**config.mk**
```make
export PLATFORM = sky130hd
export DESIGN_NAME = mem_pipe_flat
export DESIGN_NICKNAME = d
export VERILOG_FILES = /design/src/rtl/mem_pipe_if.sv /design/src/rtl/mem_pipe.sv /design/src/flat_wrapper.sv
export SDC_FILE = /design/constraint.sdc
export NUM_CORES = 1
export LEC_CHECK = 0
export ABC_CLOCK_PERIOD_IN_PS = 3950
export CAP_MARGIN = 10
export CORE_AREA = 2 2 174 176
export DETAILED_ROUTE_END_ITERATION = 6
export DIE_AREA = 0 0 176 178
export GPL_TIMING_DRIVEN = 0
export SETUP_SLACK_MARGIN = 0.2
export SLEW_MARGIN = 20
export SYNTH_ARGS = -nofsm -noshare
export SYNTH_HDL_FRONTEND = slang
export SYNTH_SLANG_ARGS = --single-unit
```
**constraint.sdc**
```tcl
create_clock -name clk -period 3.95 [get_ports clk]
set_input_delay 1.185 -clock clk [delete_from_list [all_inputs] [get_ports clk]]
set_output_delay 1.185 -clock clk [all_outputs]
set_load 0.01 [all_outputs]
```
**src/rtl/mem_pipe_if.sv**
```systemverilog
// -----------------------------------------------------------------------------
// mem_pipe_if
// Data-memory request/acknowledge bus between the MEM stage and data memory.
//   req   : access request, held high until ack or abort
//   we    : 1 = write, 0 = read (valid while req is high)
//   addr  : byte address (valid while req is high)
//   wdata : write data (valid while req is high)
//   ack   : memory completes the access this cycle
//   rdata : read data, valid while ack is high
// Modports: master (MEM stage), slave (memory).
// -----------------------------------------------------------------------------
interface mem_pipe_if;
  logic        req;
  logic        we;
  logic [31:0] addr;
  logic [31:0] wdata;
  logic        ack;
  logic [31:0] rdata;

  modport master (output req, we, addr, wdata, input ack, rdata);
  modport slave  (input req, we, addr, wdata, output ack, rdata);
endinterface

```
**src/rtl/mem_pipe.sv**
```systemverilog
// -----------------------------------------------------------------------------
// mem_pipe
// MEM pipeline stage. Consumes the X/M pipeline registers, performs integer
// and FP loads/stores over the dmem request/ack bus, stalls upstream while an
// access is outstanding and produces the M/W pipeline registers.
//
// Ports
//   clk, rst           : clock, synchronous active-high reset
//   *_xm               : X/M pipeline register inputs from EX
//   dmem (master)      : data-memory request/ack bus
//   stall_o            : upstream must hold X/M stable while high
//   pc_src_o           : branch taken, straight from X/M
//   branch_target_o    : branch target, straight from X/M
//   *_mw, mem_data_*   : M/W pipeline registers for writeback/forwarding
//   err_o              : sticky access-timeout flag
// -----------------------------------------------------------------------------
module mem_pipe #(
  parameter int TIMEOUT = 16,
  parameter int CNT_W   = 5
) (
  input  logic        clk,
  input  logic        rst,
  input  logic        mem_to_reg_xm,
  input  logic        reg_write_xm,
  input  logic        mem_read_xm,
  input  logic        mem_write_xm,
  input  logic        fp_operation_xm,
  input  logic        branch_xm,
  input  logic [31:0] branch_addr_xm,
  input  logic [31:0] alu_out_xm,
  input  logic [31:0] alu_out_fp_xm,
  input  logic [4:0]  rd_addr_xm,
  input  logic [31:0] mem_data_xm,
  input  logic [31:0] mem_data_fp_xm,
  mem_pipe_if.master  dmem,
  output logic        stall_o,
  output logic        pc_src_o,
  output logic [31:0] branch_target_o,
  output logic        mem_to_reg_mw,
  output logic        reg_write_mw,
  output logic        fp_operation_mw,
  output logic [4:0]  rd_addr_mw,
  output logic [31:0] alu_out_mw,
  output logic [31:0] alu_out_fp_mw,
  output logic [31:0] mem_data_to_reg,
  output logic [31:0] mem_data_to_reg_fp,
  output logic        err_o
);

  typedef enum logic [1:0] {IDLE, BUSY, DONE} state_t;

  state_t             state_q;
  logic [CNT_W-1:0]   cnt_q;
  logic [31:0]        rdata_q;
  logic               req_q;
  logic               we_q;
  logic [31:0]        addr_q;
  logic [31:0]        wdata_q;
  logic               err_q;

  logic               mem_to_reg_q;
  logic               reg_write_q;
  logic               fp_operation_q;
  logic [4:0]         rd_addr_q;
  logic [31:0]        alu_out_q;
  logic [31:0]        alu_out_fp_q;
  logic [31:0]        mem_data_q;
  logic [31:0]        mem_data_fp_q;

  logic               acc;

  assign acc = mem_read_xm | mem_write_xm;

  // Stall is raised in the issuing cycle already so EX holds the X/M
  // registers until the access has fully completed.
  assign stall_o = ((state_q == IDLE) && acc) || (state_q == BUSY);

  // Branch resolution bypasses the stage and ignores stalls.
  assign pc_src_o        = branch_xm;
  assign branch_target_o = branch_addr_xm;

  always_ff @(posedge clk) begin
    if (rst) begin
      state_q        <= IDLE;
      cnt_q          <= '0;
      rdata_q        <= '0;
      req_q          <= 1'b0;
      we_q           <= 1'b0;
      addr_q         <= '0;
      wdata_q        <= '0;
      err_q          <= 1'b0;
      mem_to_reg_q   <= 1'b0;
      reg_write_q    <= 1'b0;
      fp_operation_q <= 1'b0;
      rd_addr_q      <= '0;
      alu_out_q      <= '0;
      alu_out_fp_q   <= '0;
      mem_data_q     <= '0;
      mem_data_fp_q  <= '0;
    end else begin
      case (state_q)
        IDLE: begin
          if (acc) begin
            state_q <= BUSY;
            cnt_q   <= '0;
            req_q   <= 1'b1;
            // A read+write combination is issued as a write.
            we_q    <= mem_write_xm;
            addr_q  <= fp_operation_xm ? alu_out_fp_xm  : alu_out_xm;
            wdata_q <= fp_operation_xm ? mem_data_fp_xm : mem_data_xm;
          end
        end
        BUSY: begin
          // Ack is checked first so a late ack on the final cycle still wins.
          if (dmem.ack) begin
            rdata_q <= dmem.rdata;
            req_q   <= 1'b0;
            state_q <= DONE;
          end else if (cnt_q == CNT_W'(TIMEOUT - 1)) begin
            rdata_q <= '0;
            err_q   <= 1'b1;
            req_q   <= 1'b0;
            state_q <= DONE;
          end else begin
            cnt_q <= cnt_q + CNT_W'(1);
          end
        end
        DONE: begin
          // Always return to IDLE: the X/M inputs advance on this edge, so
          // the completed access can never be issued twice.
          state_q <= IDLE;
        end
        default: state_q <= IDLE;
      endcase

      // M/W register: insert a bubble while stalled, otherwise advance.
      if (stall_o) begin
        reg_write_q  <= 1'b0;
        mem_to_reg_q <= 1'b0;
      end else begin
        mem_to_reg_q   <= mem_to_reg_xm;
        reg_write_q    <= reg_write_xm;
        fp_operation_q <= fp_operation_xm;
        rd_addr_q      <= rd_addr_xm;
        alu_out_q      <= alu_out_xm;
        alu_out_fp_q   <= alu_out_fp_xm;
        if (state_q == DONE) begin
          mem_data_q    <= rdata_q;
          mem_data_fp_q <= rdata_q;
        end
      end
    end
  end

  assign dmem.req   = req_q;
  assign dmem.we    = we_q;
  assign dmem.addr  = addr_q;
  assign dmem.wdata = wdata_q;

  assign mem_to_reg_mw      = mem_to_reg_q;
  assign reg_write_mw       = reg_write_q;
  assign fp_operation_mw    = fp_operation_q;
  assign rd_addr_mw         = rd_addr_q;
  assign alu_out_mw         = alu_out_q;
  assign alu_out_fp_mw      = alu_out_fp_q;
  assign mem_data_to_reg    = mem_data_q;
  assign mem_data_to_reg_fp = mem_data_fp_q;
  assign err_o              = err_q;

endmodule
```
**src/flat_wrapper.sv**
```systemverilog
// flat-port wrapper written by rule: the top's interface ports become plain ports
module mem_pipe_flat 
#(
  parameter int TIMEOUT = 16,
  parameter int CNT_W   = 5
)
  (clk, rst, mem_to_reg_xm, reg_write_xm, mem_read_xm, mem_write_xm, fp_operation_xm, branch_xm, branch_addr_xm, alu_out_xm, alu_out_fp_xm, rd_addr_xm, mem_data_xm, mem_data_fp_xm, stall_o, pc_src_o, branch_target_o, mem_to_reg_mw, reg_write_mw, fp_operation_mw, rd_addr_mw, alu_out_mw, alu_out_fp_mw, mem_data_to_reg, mem_data_to_reg_fp, err_o, dmem_req, dmem_we, dmem_addr, dmem_wdata, dmem_ack, dmem_rdata);
  mem_pipe_if dmem_i ();
  input  logic clk;
  input  logic rst;
  input  logic mem_to_reg_xm;
  input  logic reg_write_xm;
  input  logic mem_read_xm;
  input  logic mem_write_xm;
  input  logic fp_operation_xm;
  input  logic branch_xm;
  input  logic [31:0] branch_addr_xm;
  input  logic [31:0] alu_out_xm;
  input  logic [31:0] alu_out_fp_xm;
  input  logic [4:0] rd_addr_xm;
  input  logic [31:0] mem_data_xm;
  input  logic [31:0] mem_data_fp_xm;
  output logic stall_o;
  output logic pc_src_o;
  output logic [31:0] branch_target_o;
  output logic mem_to_reg_mw;
  output logic reg_write_mw;
  output logic fp_operation_mw;
  output logic [4:0] rd_addr_mw;
  output logic [31:0] alu_out_mw;
  output logic [31:0] alu_out_fp_mw;
  output logic [31:0] mem_data_to_reg;
  output logic [31:0] mem_data_to_reg_fp;
  output logic err_o;
  output wire logic [$bits(dmem_i.req)-1:0] dmem_req;
  output wire logic [$bits(dmem_i.we)-1:0] dmem_we;
  output wire logic [$bits(dmem_i.addr)-1:0] dmem_addr;
  output wire logic [$bits(dmem_i.wdata)-1:0] dmem_wdata;
  input wire logic [$bits(dmem_i.ack)-1:0] dmem_ack;
  input wire logic [$bits(dmem_i.rdata)-1:0] dmem_rdata;
  assign dmem_req = dmem_i.req;
  assign dmem_we = dmem_i.we;
  assign dmem_addr = dmem_i.addr;
  assign dmem_wdata = dmem_i.wdata;
  assign dmem_i.ack = dmem_ack;
  assign dmem_i.rdata = dmem_rdata;
  mem_pipe #(.TIMEOUT(TIMEOUT), .CNT_W(CNT_W)) u_core (.clk(clk), .rst(rst), .mem_to_reg_xm(mem_to_reg_xm), .reg_write_xm(reg_write_xm), .mem_read_xm(mem_read_xm), .mem_write_xm(mem_write_xm), .fp_operation_xm(fp_operation_xm), .branch_xm(branch_xm), .branch_addr_xm(branch_addr_xm), .alu_out_xm(alu_out_xm), .alu_out_fp_xm(alu_out_fp_xm), .rd_addr_xm(rd_addr_xm), .mem_data_xm(mem_data_xm), .mem_data_fp_xm(mem_data_fp_xm), .dmem(dmem_i), .stall_o(stall_o), .pc_src_o(pc_src_o), .branch_target_o(branch_target_o), .mem_to_reg_mw(mem_to_reg_mw), .reg_write_mw(reg_write_mw), .fp_operation_mw(fp_operation_mw), .rd_addr_mw(rd_addr_mw), .alu_out_mw(alu_out_mw), .alu_out_fp_mw(alu_out_fp_mw), .mem_data_to_reg(mem_data_to_reg), .mem_data_to_reg_fp(mem_data_to_reg_fp), .err_o(err_o));
endmodule
```
==> flow_summary.json <==
{
  "core.rowCount": 63,
  "vias": 8996,
  "final_common_cell": "clkdlybuf4s50_1",
  "drc_errors": 0,
  "fillers": 2883,
  "slowest_stage": "clkdlybuf4s50_1",
  "status": "complete, no violations",
  "ys_seq_area_share_pct": 47.7,
  "clkSlewWorstSetupHoldPaths_ns": 0.06,
  "nets": 1664,
  "synth_area_um2": 8820,
  "path_cells": "clkdlybuf4s50_1 > nor3_4 > nor2_2 > dlymetal6s2s_1",
  "reg2reg_depth": 7,
  "setup_violations": 0,
  "h-tree-depth": 1,
  "dpl_worst_slack_ns": -0.341,
  "yosys.area.top_type": "dfxtp_1",
  "power_mw": 5.74,
  "grt_pass1_wl_um": 50900,
  "min_path_type": "register to register",
  "syn_inst": 1021,
  "rsz0062_at_grt": "no",
  "arrival_ns": 2.22,
  "synth.area.top_cells": "dfxtp_1, a21oi_1, mux2i_1",
  "drt_iter0_drc": 459,
  "hold_end": "u_core.mem_data_to_reg[16]",
  "dieArea_um2": 31300,
  "grt_pass1_vias": 8742,
  "multi_input_area_um2": 3670,
  "crit_path_end_kind": "output pin",
  "fin_crit_ns": 3.40,
  "vdd_drop_max_mv": 0.249,
  "ys_warn_count": 0,
  "synth_nets": 1229,
  "crit_type": "primary input to output pin",
  "coreArea_um2": 29400,
  "firstDrtPassIters": 5,
  "r2r-end": "u_core.rdata_q[26]",
  "num_antenna_cells": 0,
  "clk_path_buf_depth": 3,
  "avgSynthCellArea_um2": 8.64,
  "tightestPinTransition_ns": 0.823,
  "timing.fmax_mhz": 294,
  "power_density_nw_per_um2": 403,
  "io_pins": 443,
  "cp_max_fo": 4,
  "synth_top_area_share_pct": 47.7,
  "grt_max_degree": 13,
  "drv_slew": 0,
  "hpwlAfterDp_um": 26200,
  "min-delay-start": "u_core.rdata_q[16]",
  "startpoint_type": "primary input",
  "r2r-start": "u_core.cnt_q[0]",
  "regToRegSetupSlack_ns": 1.75,
  "clk_latency_ns": 0.51,
  "power.leakage_nw": 5.22,
  "post-route-period-util_pct": 86.2,
  "place_congestion": 0.821,
  "drive_above_1_share_pct": 9.91,
  "whs_path_depth": 2,
  "start_util_pct": 30.0,
  "vias_per_cell": 4.83,
  "synth-seq-cells": 210,
  "antenna_found_initial": 1,
  "grt_usage_pct": 20.8,
  "finalHoldViolCount": 0,
  "antenna_left": 0,
  "maxCapViolCount": 0,
  "grt-ovfl-total": 0,
  "seqCellArea_um2": 4200,
  "port_buffers": 408,
  "numCtsBuffers": 24,
  "syn_to_final_growth_pct": 61.4,
  "die_height_um": 178,
  "cts_sinks": 210,
  "max_stage_delay_ns": 0.49,
  "critPathBufInv": 2,
  "ctsHoldBuffers": 0,
  "routed_wl_um": 34600,
  "wire_per_inst_um": 18.6,
  "crit_family": "buffers and inverters",
  "skew_ns": 0.00811,
  "critPathRequiredTime_ns": 2.76,
  "layout_common_cells": "clkdlybuf4s50_1, dfxtp_1, a21oi_1",
  "synth.distinct_cells": 37,
  "finalWorstSetupSlack_ns": 0.545,
  "cts_tree": "done",
  "die_w_um": 176,
  "cts_root_buf": "clkbuf_16",
  "slew_headroom_pct": 45.1
}
[layer usage]
metal | vias up | wire length [um] | track usage [%]
met2 | 321 | 17000 | 36.8
li1 | 4425 | - | -
met1 | 4215 | 14800 | 26.2
met4 | 2 | 417 | 3.82
met3 | 33 | 2320 | 4.56
met5 | - | 14 | 0
[Yosys cell counts, drive strengths merged]
cell	count
nor2b	1
o2111ai	1
dfxtp	210
and3	1
or4b	3
o221a	1
o311a	1
o211ai	4
clkbuf	55
inv	5
or2	2
nand2b	4
nand3	71
or3	1
nor3b	2
nor4b	1
buf	111
and3b	1
a21oi	203
nor3	2
ha	2
a41oi	1
nor2	7
and2	1
mux2i	64
nand2	98
a211oi	64
o21ai	104
[layout make-up]
cell class / count / share of cell area (%)
Multi-Input combinational cell: 640 / 25.8
Clock buffer: 37 / 5.20
Clock inverter: 7 / 0.598
Tap cell: 390 / 3.43
Buffer: 166 / 6.58
Sequential cell: 210 / 29.5
Timing Repair Buffer: 409 / 28.8
Inverter: 5 / 0.132
[worst min-delay path: cells and delay by family (launching register included)]
| kind | cells | cell delay (ns) |
|---|---|---|
| DFF | 1 | 0.30 |
| and+or+nand+nor | 1 | 0.05 |
| AOI/OAI and AO/OA | 1 | 0.05 |
[through the flow]
stage               hold WS [ns]  setup TNS [ns]  util (%)  cell area, um^2  cells
floorplan                  0.428               0         -             8820   1021
global placement           0.435          -0.358      45.5            13400   1819
detailed placement         0.439          -0.341      45.5            13400   1819
CTS                        0.447               0      48.4            14200   1864
global route               0.467               0      48.4            14200   1864
finish                     0.440               0      48.4            14200   1864
[logic make-up after synthesis]
group | share of synthesized area, %
AO/OA/AOI/OAI | 23.7
adder cells (fa/ha/maj) | 0.284
buffers and inverters | 10.8
flip-flops | 47.7
multiplexers | 7.26
AND/OR/NAND/NOR | 10.3
[worst max-delay path by stage]
| stage | startpoint | endpoint | cells after the start |
|---|---|---|---|
| finish | mem_read_xm | stall_o | 4 |
| global route | mem_read_xm | stall_o | 4 |
| CTS | mem_read_xm | stall_o | 4 |
| detailed placement | mem_write_xm | stall_o | 4 |
| global placement | mem_write_xm | stall_o | 4 |
| floorplan | mem_write_xm | stall_o | 2 |
[power by group]
part,internal [mW],switching [mW],total [mW]
clock network,1.42,0.887,2.30
logic,0.579,0.521,1.10
registers,2.26,0.0782,2.34
total,4.25,1.49,5.74
[what timing repair did]
item	4_1_cts	5_1_grt
pin swaps	1	0
cloned	0	0
endpoints found under the setup margin	1	1
gates resized for setup	3	1
setup buffers	1	0
(Power assumes the default switching activity.)
